File: config.mk
export PLATFORM = sky130hd
export DESIGN_NAME = servo_update_scheduler
export DESIGN_NICKNAME = d
export VERILOG_FILES = /design/src/rtl/servo_update_scheduler.sv
export SDC_FILE = /design/constraint.sdc
export NUM_CORES = 1
export LEC_CHECK = 0
export CORE_MARGIN = 1
export CORE_UTILIZATION = 30
export CTS_CLUSTER_DIAMETER = 60
export DETAILED_ROUTE_END_ITERATION = 8
export GPL_ROUTABILITY_DRIVEN = 0
export GPL_TIMING_DRIVEN = 0
export SYNTH_ARGS = -nofsm -noshare
export SYNTH_HDL_FRONTEND = slang
export SYNTH_SLANG_ARGS = --single-unit
File: constraint.sdc
create_clock -name clock -period 6.1 [get_ports clock]
set_input_delay 1.22 -clock clock [delete_from_list [all_inputs] [get_ports clock]]
set_output_delay 1.22 -clock clock [all_outputs]
set_load 0.01 [all_outputs]
File: src/rtl/servo_update_scheduler.sv
// Servo update scheduler: holds per-channel targets, slews current positions
// once per frame and presents changed channels one at a time on duty/load.
module servo_update_scheduler #(
    parameter int unsigned CHANNELS    = 4,
    parameter int unsigned DUTY_W      = 8,
    parameter int unsigned FRAME_TICKS = 1000000,
    parameter int unsigned STEP_MAX    = 4,
    parameter int unsigned RESET_DUTY  = 128
) (
    input  logic                        clock,
    input  logic                        resetn,
    input  logic                        enable,
    input  logic                        wr_valid,
    output logic                        wr_ready,
    input  logic [$clog2(CHANNELS):0]   wr_chan,
    input  logic [DUTY_W-1:0]           wr_target,
    output logic                        wr_err,
    output logic [CHANNELS-1:0]         load,
    output logic [DUTY_W-1:0]           duty,
    output logic                        busy
);

    localparam int unsigned IDX_W = $clog2(CHANNELS);
    localparam int unsigned WC_W  = IDX_W + 1;
    localparam int unsigned CNT_W = $clog2(FRAME_TICKS);

    localparam logic [IDX_W-1:0]      IDX_LAST = IDX_W'(CHANNELS - 1);
    localparam logic [WC_W-1:0]       CH_LIM   = WC_W'(CHANNELS);
    localparam logic [CNT_W-1:0]      CNT_LAST = CNT_W'(FRAME_TICKS - 1);
    localparam logic signed [DUTY_W:0] STEP_S  = (DUTY_W+1)'(STEP_MAX);
    localparam logic [DUTY_W-1:0]     STEP_U   = DUTY_W'(STEP_MAX);
    localparam logic [DUTY_W-1:0]     RST_VAL  = DUTY_W'(RESET_DUTY);

    typedef enum logic {IDLE = 1'b0, SWEEP = 1'b1} state_t;

    state_t               state, state_next;
    logic [IDX_W-1:0]     idx, idx_next;
    logic [CNT_W-1:0]     cnt;
    logic                 tick;
    logic                 force_q;
    logic [DUTY_W-1:0]    target [CHANNELS];
    logic [DUTY_W-1:0]    cur    [CHANNELS];

    logic [DUTY_W-1:0]    cur_sel, tgt_sel, slew_next;
    logic signed [DUTY_W:0] diff;
    logic                 wr_acc, wr_in_range;
    logic [CHANNELS-1:0]  load_next;
    logic [DUTY_W-1:0]    duty_next;
    logic                 busy_next, wr_ready_next;

    assign tick        = enable && (cnt == CNT_LAST);
    assign wr_acc      = wr_valid && wr_ready;
    assign wr_in_range = (wr_chan < CH_LIM);

    // Frame counter: free-runs while enabled, held at zero otherwise.
    always_ff @(posedge clock or negedge resetn) begin
        if (!resetn)              cnt <= '0;
        else if (!enable)         cnt <= '0;
        else if (cnt == CNT_LAST) cnt <= '0;
        else                      cnt <= cnt + CNT_W'(1);
    end

    // FSM state and sweep index register.
    always_ff @(posedge clock or negedge resetn) begin
        if (!resetn) begin
            state <= IDLE;
            idx   <= '0;
        end else begin
            state <= state_next;
            idx   <= idx_next;
        end
    end

    // Next-state: a tick starts a sweep that always runs to the last channel.
    always_comb begin
        state_next = state;
        idx_next   = idx;
        case (state)
            IDLE: begin
                if (tick) begin
                    state_next = SWEEP;
                    idx_next   = '0;
                end
            end
            SWEEP: begin
                if (idx == IDX_LAST) state_next = IDLE;
                else                 idx_next   = idx + IDX_W'(1);
            end
            default: state_next = IDLE;
        endcase
    end

    // Slew toward target by at most STEP_MAX; clamping to target avoids overshoot and wrap.
    always_comb begin
        cur_sel = cur[idx];
        tgt_sel = target[idx];
        diff    = signed'({1'b0, tgt_sel}) - signed'({1'b0, cur_sel});
        if (diff > STEP_S)       slew_next = cur_sel + STEP_U;
        else if (diff < -STEP_S) slew_next = cur_sel - STEP_U;
        else                     slew_next = tgt_sel;
    end

    // Output decode: strobe a channel only if it moved or a full resend is forced.
    always_comb begin
        load_next     = '0;
        duty_next     = duty;
        busy_next     = (state_next == SWEEP);
        wr_ready_next = (state_next == IDLE);
        if (state == SWEEP && (slew_next != cur_sel || force_q)) begin
            load_next[idx] = 1'b1;
            duty_next      = slew_next;
        end
    end

    // Registered outputs, target/position storage and force flag.
    always_ff @(posedge clock or negedge resetn) begin
        if (!resetn) begin
            load     <= '0;
            duty     <= '0;
            busy     <= 1'b0;
            wr_ready <= 1'b1;
            wr_err   <= 1'b0;
            force_q  <= 1'b1;
            for (int i = 0; i < int'(CHANNELS); i++) begin
                target[i] <= RST_VAL;
                cur[i]    <= RST_VAL;
            end
        end else begin
            load     <= load_next;
            duty     <= duty_next;
            busy     <= busy_next;
            wr_ready <= wr_ready_next;
            wr_err   <= wr_acc && !wr_in_range;
            if (wr_acc && wr_in_range) target[wr_chan[IDX_W-1:0]] <= wr_target;
            if (state == SWEEP) begin
                cur[idx] <= slew_next;
                if (idx == IDX_LAST) force_q <= 1'b0;
            end
        end
    end

endmodule

==> results.json <==
{
  "period_needed_ns": 5.676,
  "synth_area_leaders": "dfrtp_1, mux2_2, mux4_2",
  "ys_seq_elements": 102,
  "cts_sinks": 102,
  "wl_per_cell_um": 15.90,
  "layout_worst_path_cycle_share": 0.9305,
  "drv_slew": 0,
  "yosysSeqAreaShare": 0.4755,
  "crit_cells": 18,
  "leakage_nw": 2.658,
  "r2r_cells": 18,
  "drv_cap": 0,
  "cts_tree": "done",
  "io_pins": 30,
  "crit_slowest_cell": "buf_1",
  "core.rowCount": 48,
  "cts_hold_buf": 0,
  "syn-cell-area_mm2": 0.005394,
  "yosys_most_used_dff": "dfrtp_1",
  "synth.top_cell.area_share": 0.4268,
  "required_ns": 6.33,
  "h-tree-depth": 3,
  "worstReg2RegStart": "idx[1]$_DFFE_PN0P_",
  "setup_violations": 0,
  "avgSynthCellArea_um2": 11.45,
  "async_flop_share": 1.000,
  "dieArea_mm2": 0.01852,
  "hold_start": "cur[8]$_DFFE_PN0P_",
  "critPathLaunchType": "register",
  "holdWs_ns": 0.4825,
  "post_cts_buffers": 0,
  "rrSetupSlack_ns": 0.42,
  "grt_pass1_vias": 3906,
  "via_count": 3783,
  "critPathBufInv": 5,
  "path_class": "register to register",
  "grt_pass1_wl_um": 19960,
  "fmax_ghz": 0.1762,
  "cts_root_buffer": "clkbuf_16",
  "first_pass_iters": 4,
  "fin_area_mm2": 0.006286,
  "fp.dieW_um": 136.1,
  "numCtsBuffers": 9,
  "area_delta_synth_final_pct": 16.54,
  "hpwl_um": 8782,
  "r2r_end": "duty[6]$_DFFE_PN0P_",
  "antenna_found_initial": 0,
  "final_hold_viol_count": 0,
  "multi_input_area_mm2": 0.002698,
  "antenna_cells": 0,
  "start_util": 0.3097,
  "worstPathArrival_ns": 5.91,
  "synthesis.nets": 502,
  "routed_wl_um": 11820,
  "holdPathStages": 2,
  "cts_resized": 0,
  "slew_headroom": 0.4653,
  "worstPathCellList": "clkbuf_1 -> buf_1 -> mux4_2 -> inv_1 -> ha_1 -> inv_1 -> fa_1 -> a21o_1 -> a221oi_2 -> xnor2_1 -> nand4_1 -> o21ai_1 -> o32ai_1 -> o21bai_1 -> a22o_1 -> o31a_1 -> buf_6 -> mux2_4",
  "drive_above_1_share": 0.2046,
  "die_h_um": 136.1,
  "synth_cell_types": 61,
  "track_usage": 0.1404,
  "yosysTopAreaCell": "dfrtp_1",
  "hold_end": "cur[8]$_DFFE_PN0P_",
  "path_common_cell": "inv_1",
  "dpl_worst_slack_ns": 0.5186,
  "vdd.ir_drop.worst_mv": 0.2675,
  "final.fill_count": 1729,
  "netlist_instances": 471,
  "drt_first_iter_violations": 232,
  "placed_cell_area_mm2": 0.006005,
  "end_kind": "register",
  "drcViolationCount": 0,
  "core_mm2": 0.01742,
  "grt_max_degree": 63,
  "clk_pin_slew_ns": 0.07,
  "synth_enable_flop_cells": 0,
  "startpoint": "idx[1]$_DFFE_PN0P_",
  "worst_path_dominant_cell_family": "compound AO/OA/AOI/OAI gates",
  "final_nets": 544,
  "tightestPinTransition_ns": 0.7991,
  "avgViaCountPerCell": 5.092,
  "clockBufferDepth": 2,
  "portBuffers": 29,
  "powerDensity_mw_per_mm2": 569.0,
  "register_area_mm2": 0.002565,
  "worst_slack_ns": 0.4239,
  "hold_path.class": "register to register",
  "antenna_left": 0,
  "status": "complete, no violations",
  "skew_ns": 0.009771,
  "clkLatencyLatePin_ns": 0.35,
  "ys_warn_count": 0,
  "rsz0062_at_grt": "no",
  "setup_tns_ns": 0,
  "cp_max_fo": 10,
  "cp_slowest_stage_delay_ns": 0.60,
  "overflow": 0
}
==> worst max-delay path by stage <==
stage                          end  slack (ns)
5_1_grt        duty[6]$_DFFE_PN0P_        0.20
3_3_place_gp     load[2]$_DFF_PN0_        0.26
2_1_floorplan  duty[4]$_DFFE_PN0P_        1.36
3_5_place_dp   duty[6]$_DFFE_PN0P_        0.52
6_report       duty[6]$_DFFE_PN0P_        0.42
4_1_cts        duty[6]$_DFFE_PN0P_        0.46
==> registers in the layout, indices dropped and copies added (netlist names) <==
| register | cells |
|---|---|
| target | 32 |
| busy | 1 |
| wr_ready | 1 |
| idx | 2 |
| duty | 8 |
| cnt | 20 |
| force_q | 1 |
| cur | 32 |
| wr_err | 1 |
| load | 4 |
==> metrics by stage <==
stage	power, W	utilization	instances
final	0.003577	0.3609	743
after global routing	0.003824	0.3609	743
after CTS	0.003593	0.3609	743
after detailed placement	0.003036	0.3448	727
after global placement	0.002957	0.3425	725
after floorplan	0.002515	-	471
==> layout by cell type, fill, tap and decap left out, types with 3 or more instances in the layout <==
cell              n
xnor2_1          11
clkdlybuf4s50_1  28
nand4_1           3
nand2b_1          4
a21oi_1          11
nand2_1          47
nor3b_1           3
o32ai_1           3
xor2_1           14
mux2i_1           3
nor3_1            3
clkbuf_16         9
nor2b_1           9
mux4_2           16
a21o_1            3
and2_1            3
nand3_1          16
dfstp_2          10
ha_1             15
inv_1            17
nor2_1           37
buf_6             3
or3_1             4
o22a_1            6
dfrtp_1          92
o21ai_0          29
mux2_4            3
a221oi_1          3
clkbuf_1          9
mux2_2           45
and3_1           10
==> report_power, final <==
part	leakage [nW]	total (W)	switching (W)	internal [W]
Clock	0.136	0.000541	0.000242	0.000299
Combinational	1.22	0.00213	0.00124	0.000897
Sequential	1.30	0.000903	0.0000737	0.000829
==> worst reg2reg max path: stages (launching register included) <==
cell and delay, ns:
dfrtp_1 0.38, clkbuf_1 0.47, buf_1 0.60, mux4_2 0.47, inv_1 0.10, ha_1 0.18
inv_1 0.06, fa_1 0.45, a21o_1 0.23, a221oi_2 0.32, xnor2_1 0.21, nand4_1 0.18
o21ai_1 0.49, o32ai_1 0.19, o21bai_1 0.20, a22o_1 0.28, o31a_1 0.30, buf_6 0.15
mux2_4 0.30
==> cells in the mapped netlist (2+ instances only) <==
library cell / count
or3_1: 4
o211ai_1: 2
mux4_2: 16
ha_1: 15
dfrtp_1: 92
a211o_1: 2
nand2_1: 47
nand3b_1: 2
nand2b_1: 4
buf_2: 2
nor2_1: 37
buf_6: 3
dfstp_2: 10
a21o_1: 3
xnor2_1: 11
mux2i_1: 3
and2_1: 3
inv_1: 17
a2bb2oi_1: 2
nor4_1: 3
a221oi_1: 3
mux2_2: 45
a211oi_1: 2
o22a_1: 6
nor3b_1: 3
nand4_1: 3
a21oi_1: 11
o21ai_0: 29
nor3_1: 3
nor2b_1: 9
nand3_1: 16
o32ai_1: 3
o21a_1: 2
mux2_4: 3
xor2_1: 14
clkbuf_1: 7
and3_1: 10
==> routing by layer <==
layer | up-vias | global-route usage | wire, um
met5 | - | 0 | 0
met4 | 0 | 0.04506 | 203
met3 | 22 | 0.03207 | 439
met2 | 79 | 0.2304 | 5698
met1 | 1899 | 0.1824 | 5475
li1 | 1783 | - | -
==> area by class of cell <==
cell class | count | area share
Buffer | 13 | 0.01174
Clock buffer | 13 | 0.04140
Clock inverter | 3 | 0.003384
Inverter | 17 | 0.01015
Multi-Input combinational cell | 339 | 0.4291
Sequential cell | 102 | 0.4080
Tap cell | 225 | 0.04479
Timing Repair Buffer | 31 | 0.05135
==> cell families (layout without fill, tap and decap cells) <==
logic type      Yosys count  after routing  share of synthesized area
flops                   102            102                     0.4755
mux                      68             68                     0.1772
compound gates           77             77                    0.09882
buf+inv                  30             77                    0.02552
simple gates            153            153                     0.1438
fa+ha+maj                16             16                    0.03851
xor+xnor                 25             25                    0.04059
Note: power is estimated with default switching activity, not from simulation.
